$ cat src/rtl/time_counter.sv
// time_counter: 24-hour BCD timekeeping datapath.
// Divides CLK down to a 1 Hz tick and a 2 Hz blink wave, and holds the
// BCD seconds/minutes/hours, which the SECCLR/MININC/HOURINC levels adjust.
// Optional feature macro DAYCARRY_EN adds DAYUP, a one-cycle pulse on a
// carry-driven 23:59:59 -> 00:00:00 day wrap.
module time_counter #(
    parameter int DIV1HZ = 50000000,
    parameter int CW     = 26
) (
    input  logic       CLK,
    input  logic       RST,
    input  logic       SECCLR,
    input  logic       MININC,
    input  logic       HOURINC,
    output logic       SIG2HZ,
    output logic [7:0] SEC,
    output logic [7:0] MIN,
`ifdef DAYCARRY_EN
    output logic [7:0] HOUR,
    output logic       DAYUP
`else
    output logic [7:0] HOUR
`endif
);

    localparam logic [CW-1:0] LAST = CW'(DIV1HZ - 1);
    localparam logic [CW-1:0] Q1   = CW'(DIV1HZ / 4);
    localparam logic [CW-1:0] HALF = CW'(DIV1HZ / 2);
    localparam logic [CW-1:0] Q3   = CW'(3 * (DIV1HZ / 4));

    // Increment a two-digit BCD value, wrapping to 00 after 'last'.
    function automatic logic [7:0] bcd_inc(input logic [7:0] v, input logic [7:0] last);
        logic [7:0] r;
        if (v == last)
            r = 8'h00;
        else if (v[3:0] == 4'd9)
            r = {v[7:4] + 4'd1, 4'd0};
        else
            r = {v[7:4], v[3:0] + 4'd1};
        return r;
    endfunction

    logic [CW-1:0] pcnt;
    logic          tick;
    logic          blink;
    logic          sec_carry;
    logic          min_up;
    logic          min_carry;
    logic          hour_up;

    // SECCLR suppresses the tick so a clear never leaks a carry into minutes.
    assign tick      = (pcnt == LAST) && !SECCLR;
    assign blink     = (pcnt < Q1) || ((pcnt >= HALF) && (pcnt < Q3));
    assign sec_carry = tick && (SEC == 8'h59);
    assign min_up    = MININC | sec_carry;
    assign min_carry = sec_carry && (MIN == 8'h59);
    assign hour_up   = HOURINC | min_carry;

    // Prescaler and blink wave; a prescaler restart also restarts the blink high.
    always_ff @(posedge CLK) begin
        if (!RST || SECCLR) begin
            pcnt   <= '0;
            SIG2HZ <= 1'b1;
        end else begin
            pcnt   <= (pcnt == LAST) ? '0 : pcnt + 1'b1;
            SIG2HZ <= blink;
        end
    end

    // Seconds: clear has priority over the tick.
    always_ff @(posedge CLK) begin
        if (!RST || SECCLR)
            SEC <= 8'h00;
        else if (tick)
            SEC <= bcd_inc(SEC, 8'h59);
    end

    // Minutes: request and carry OR together so a coincidence counts once.
    always_ff @(posedge CLK) begin
        if (!RST)
            MIN <= 8'h00;
        else if (min_up)
            MIN <= bcd_inc(MIN, 8'h59);
    end

    // Hours: 00-23, no further carry out.
    always_ff @(posedge CLK) begin
        if (!RST)
            HOUR <= 8'h00;
        else if (hour_up)
            HOUR <= bcd_inc(HOUR, 8'h23);
    end

`ifdef DAYCARRY_EN
    // Day pulse only when the 23->00 wrap comes through the minute carry.
    always_ff @(posedge CLK) begin
        if (!RST)
            DAYUP <= 1'b0;
        else
            DAYUP <= min_carry && (HOUR == 8'h23);
    end
`endif

endmodule

$ cat config.mk
export PLATFORM = sky130hd
export DESIGN_NAME = time_counter
export DESIGN_NICKNAME = d
export VERILOG_FILES = /design/src/rtl/time_counter.sv
export SDC_FILE = /design/constraint.sdc
export NUM_CORES = 1
export LEC_CHECK = 0
export CORE_ASPECT_RATIO = 0.7
export CORE_MARGIN = 5
export CORE_UTILIZATION = 40
export CTS_CLUSTER_SIZE = 8
export DETAILED_ROUTE_END_ITERATION = 8
export PLACE_DENSITY = 0.68
export SLEW_MARGIN = 5
export SYNTH_ARGS = -nofsm -noshare
export SYNTH_HDL_FRONTEND = slang
export SYNTH_SLANG_ARGS = --single-unit
$ cat constraint.sdc
create_clock -name CLK -period 2.2 [get_ports CLK]
set_input_delay 0.55 -clock CLK [delete_from_list [all_inputs] [get_ports CLK]]
set_output_delay 0.55 -clock CLK [all_outputs]
set_load 0.005 [all_outputs]
## Yosys cells after proc, flatten, opt, wreduce, memory -nomap -nowiden

Index checks and enable logic that the tools add are counted.

| storage, ports and cells | value |
|---|---|
| bits in registers | 51 |
| output and inout port bits | 25 |
| word-level logic and storage cells | 48 |

| cells by class | value |
|---|---|
| add/subtract/negate cells | 7 |
| order comparisons | 3 |
| equality and inequality tests | 7 |
| mux-type cells | 6 |
| bitwise operators | 2 |
| reduce and logical (&&, ||, !) cells | 15 |

Operators with widths:

| cell | count |
|---|---|
| 2-to-1 mux 8 bit | 6 |
| adder 26 x 1 -> 26 bit (second input constant) | 1 |
| equality test 26 bit (second input constant) | 1 |
| >= comparator 26 x 25 -> 1 bit (second input constant) | 1 |
| < comparator 26 x 24 -> 1 bit (second input constant) | 1 |
| < comparator 26 bit (second input constant) | 1 |
| adder 4 x 1 -> 4 bit (second input constant) | 6 |
| equality test 8 x 7 -> 1 bit (second input constant) | 2 |
| equality test 4 bit (second input constant) | 3 |
| equality test 8 x 6 -> 1 bit (second input constant) | 1 |
| AND reduction 2 bit | 3 |
| nonzero test 2 bit | 3 |
| logical AND 1 bit | 4 |
| zero test 1 bit | 2 |
| logical OR 1 bit | 2 |
| bitwise OR 1 bit | 2 |
| OR reduction 2 bit | 1 |

## Logic depth before layout (Yosys ltp)

| depth | value |
|---|---|
| word-level depth | 6 |
| gate-level depth with buffers | 8 |

## Least setup slack after synthesis

OpenSTA, ideal clock, no wires.

| timing path | value |
|---|---|
| path kind | reg-to-reg |
| start point | register SEC[0] |
| end point | register SEC[7] |
| library setup time | 0.070 ns |
| data arrival time | 2.096 ns |
| data required time | 2.130 ns |
| setup slack | 0.034 ns |
| stages on the path, launching flop included | 7 |
| path buffers | 0 |
| path through | dfxtp_1 -> ha_1 -> or4bb_1 -> nor4_4 -> nand2_2 -> or4_1 -> a21oi_1 |

| between the ends | value |
|---|---|
| longest elaborated chain between the ends | 3 |
| elaborated cells on any way between the ends | 5 |
| those cells by class | 2 x eq/ne; 1 x mux; 2 x reduce/logical |

Ends and longest elaborated chain:

| what | line | source |
|---|---|---|
| from (decl) | 16 | `output logic [7:0] SEC,` |
| from (signal assigned) | 75 | `SEC <= bcd_inc(SEC, 8'h59);` |
| equality test 8 x 7 -> 1 bit or equality test 4 bit (tied branches) | 34, 36 |  |
| nonzero test 2 bit (no source line) | -- |  |
| AND reduction 2 bit (no source line) | -- |  |

Parallel ways exist; a longest one is shown, timed or not.
A chain may end at the register's enable or synchronous reset.

## Worst setup path in the final report

| timing path | value |
|---|---|
| start point | input SECCLR |
| end point | register MIN[4] |

| between the ends | value |
|---|---|
| longest elaborated chain between the ends | 5 |

Ends and longest elaborated chain:

| what | line | source |
|---|---|---|
| from (decl) | 12 | `input logic SECCLR,` |
| zero test 1 bit | 52 | `assign tick = (pcnt == LAST) && !SECCLR;` |
| logical AND 1 bit | 52 |  |
| logical AND 1 bit | 54 | `assign sec_carry = tick && (SEC == 8'h59);` |
| bitwise OR 1 bit | 55 | `assign min_up = MININC \| sec_carry;` |
| AND reduction 2 bit (no source line) | -- |  |
| to (signal assigned) | 83 | `MIN <= bcd_inc(MIN, 8'h59);` |
| to (decl) | 17 | `output logic [7:0] MIN,` |

Every way passes these cells.

==> summary.md <==
| Metric | Value |
|---|---|
| Hold Crit Class | register to register |
| Achievable frequency | 470 MHz |
| Class of the most critical setup path | primary input to register |
| Cell-by-cell listing of the critical path | clkdlybuf4s15_1 > or4bb_4 > nor4_4 > buf_4 > nand4_1 > a2111oi_4 > a31o_2 |
| Number of violations reported at the end of detailed-routing iteration 0 | 126 |
| CTS clk-pin slew, worst paths | 0.09 ns |
| Global-route total usage across every layer | 15.6% |
| Number of cells produced by synthesis | 317 |
| Setup violation total in the final timing report | 0 |
| Kind of start point of the critical path | primary input |
| Clock tree from TritonCTS | yes |
| Initial core utilization | 40.6% |
| Maxcap violations | 0 |
| Final setup TNS | 0 ns |
| Launch instance of the worst register-to-register path | pcnt[16] |
| Proportion of layout cells with a drive suffix above 1 | 17.3% |
| Period Utilization, post-route | 96.8% |
| Avg Cell Area, Syn | 8.53 um^2 |
| Worst slew margin | 67.7% |
| Total number of vias | 2551 |
| Via-per-instance ratio | 5.36 |
| H-tree level count | 2 |
| Area overhead of the layout relative to synthesis | 30.9% |
| Number of top-level design ports | 30 |
| Area share of the largest cell type after synthesis | 37.8% |
| I/O Buffers | 29 |
| Category of the worst setup path capture point | register |
| Power Total | 1580 uW |
| Remaining antenna violation count | 0 |
| Count of cell types in the netlist | 51 |
| Max IR drop VDD | 0.264 mV |
| Total Wirelength | 6590 um |
| Net count after synthesis | 333 |
| Synth area leader | sky130_fd_sc_hd__dfxtp_1 |
| Top cells by area in the synthesized netlist | sky130_fd_sc_hd__dfxtp_1, sky130_fd_sc_hd__xor2_1, sky130_fd_sc_hd__nor2_1, sky130_fd_sc_hd__ha_1, sky130_fd_sc_hd__nand4_1 |
| Buffer depth of the longest clock path | 2 |
| Fin. Hold Viols | 0 |
| Final net count | 398 |
| Placed Area | 3340 um^2 |
| Largest net degree at the start of global routing | 25 |
| Arrival time worst endpoint | 2.38 ns |
| Standard-cell row count | 25 |
| Required time worst endpoint | 2.46 ns |
| Final RePlAce weighted congestion | 0.869 |
| Routed wire length per instance | 13.8 um |
| Number of global-route vias before repair | 2269 |
| Setup repair after global routing missed its margin | yes |
| Leak | 0.00129 uW |
| Synth Cell Area | 2700 um^2 |
| Floorplan core area | 6660 um^2 |
| Startpoint of the tightest hold check path | HOUR[7] |
| Post-route clock skew | 0.00738 ns |
| Power per cell area | 448 nW/um^2 |
| Logic depth of the worst register-to-register path | 6 |
| Max-slew violations | 0 |
| R2R Setup Slk | 0.08 ns |
| Actual slew at the worst max-slew pin | 0.480 ns |
| Non-filler instance count after layout | 476 |
| Seq/Total Area, Yosys | 37.8% |
| Vertical die dimension | 78.8 um |
| Die Outline Area | 8530 um^2 |
| Clock insertion delay at the later pin of the skew report | 0.30 ns |
| Critical Path Sink | MIN[4] |
| Max FO, Critical Path | 4 |
| Num CTS Buffers | 5 |
| Count of antenna diodes in the layout | 0 |
| Peak per-stage delay on the critical path | 0.55 ns |
| DR pass1 iterations | 5 |
| FFs w/ async S/R, synth | 0% |
| Most common library cell in the layout ignoring fill and taps | sky130_fd_sc_hd__dfxtp_1 |
| Number of warnings reported in the yosys synthesis log | 0 |
| HPWL after DPL | 4800 um |
| Clock sink count | 51 |
| Total gr overflow | 0 |
| Clock tree root buffer cell | sky130_fd_sc_hd__clkbuf_8 |
| Hold slack | 0.494 ns |
| Cell with the largest stage delay on the worst path | sky130_fd_sc_hd__or4bb_4 |
| Die width | 108 um |
| Endpoint of the lowest-slack register-to-register path | pcnt[22] |
| Origin of the worst setup path | SECCLR |
| Initial antenna violation count | 0 |
| Final design area excluding fillers | 3540 um^2 |
| Number of placed instances with taps included | 466 |
| Highest-count cells in the layout ignoring fill and taps | sky130_fd_sc_hd__dfxtp_1, sky130_fd_sc_hd__nor2_1, sky130_fd_sc_hd__buf_4 |
| Count of flip-flops with a built-in enable after synthesis | 0 |
| Dominant synthesized flop cell | sky130_fd_sc_hd__dfxtp_1 |
| Run status | complete, no violations |
| Clock period minus worst slack | 2.13 ns |
| Detailed-route DRC error count | 0 |
| Number of synthesized register bits | 51 |
| Global-route wire length before repair | 11000 um |
## critical path, delay by kind of cell
kind,cells,cell delay [ns]
AND/OR/NAND/NOR,3,0.90
AO/OA/AOI/OAI,2,0.56
buffers and inverters,2,0.37
## worst min path at each step
stage              end  slack [ns]  cells past startpoint
4_1_cts        HOUR[7]        0.49                      2
2_1_floorplan  pcnt[0]        0.43                      1
3_3_place_gp    MIN[7]        0.47                      2
5_1_grt        HOUR[7]        0.53                      2
3_5_place_dp   HOUR[7]        0.48                      2
6_report       HOUR[7]        0.49                      2
## cells by family (layout without fill, tap and decap cells)
family / after synthesis / after routing / synth area share (%)
compound gates: 50 / 50 / 12.2
xor+xnor: 27 / 27 / 8.75
fa+ha+maj: 11 / 11 / 5.09
buf+inv: 23 / 88 / 3.70
flops: 51 / 51 / 37.8
mux: 3 / 3 / 1.11
simple gates: 152 / 152 / 31.4
## per-layer routing
metal / up-vias / share of wire [%] / global-route usage (%)
li1: 1283 / - / -
met1: 1199 / 53 / 23.6
met3: 9 / 4.5 / 2.60
met2: 60 / 41 / 22.5
met5: - / 0 / 0
met4: 0 / 1.4 / 4.67
## final cells by class
| cell class | count | area [um^2] |
|---|---|---|
| Fill cell | 593 | 3130 |
| Multi-Input combinational cell | 243 | 1660 |
| Sequential cell | 51 | 1020 |
| Timing Repair Buffer | 67 | 592 |
| Tap cell | 94 | 118 |
| Clock buffer | 6 | 82.6 |
| Inverter | 14 | 52.6 |
| Clock inverter | 1 | 5.00 |
## through the flow
stage                     setup WS, ns  utilization [%]
after global placement          -0.428             50.1
after global routing            0.0168             53.1
after CTS                      0.00166             52.1
after floorplan                 0.0339                -
final                           0.0712             53.1
after detailed placement        -0.497             50.1
## where the power goes
part	total [uW]	switching [uW]	internal, uW
clock	553	305	248
sequential	942	11.1	931
combinational	88.5	46.0	42.4
## flip-flops by register name, summed over array words and instances (netlist names)
register  cells
HOUR          8
pcnt         26
SIG2HZ        1
SEC           8
MIN           8
## cell usage after synthesis, types with 6 or more instances
library cell,instances
sky130_fd_sc_hd__dfxtp_1,51
sky130_fd_sc_hd__nor2_1,39
sky130_fd_sc_hd__nand2_1,24
sky130_fd_sc_hd__nand3_1,19
sky130_fd_sc_hd__xor2_1,18
sky130_fd_sc_hd__nand4_1,16
sky130_fd_sc_hd__inv_1,14
sky130_fd_sc_hd__o21ai_0,12
sky130_fd_sc_hd__ha_1,11
sky130_fd_sc_hd__a21oi_1,10
sky130_fd_sc_hd__and3_1,10
sky130_fd_sc_hd__xnor2_1,9
sky130_fd_sc_hd__nor4_1,6
sky130_fd_sc_hd__or3_1,6
## what timing repair did
| action | CTS | global route |
|---|---|---|
| hold buffers | 0 | 0 |
| pin swaps | 5 | 6 |
| endpoints found under the setup margin | 18 | 24 |
| setup buffers | 1 | 2 |
| resized for setup | 10 | 13 |
No activity file was read; power rests on OpenSTA's default activity.
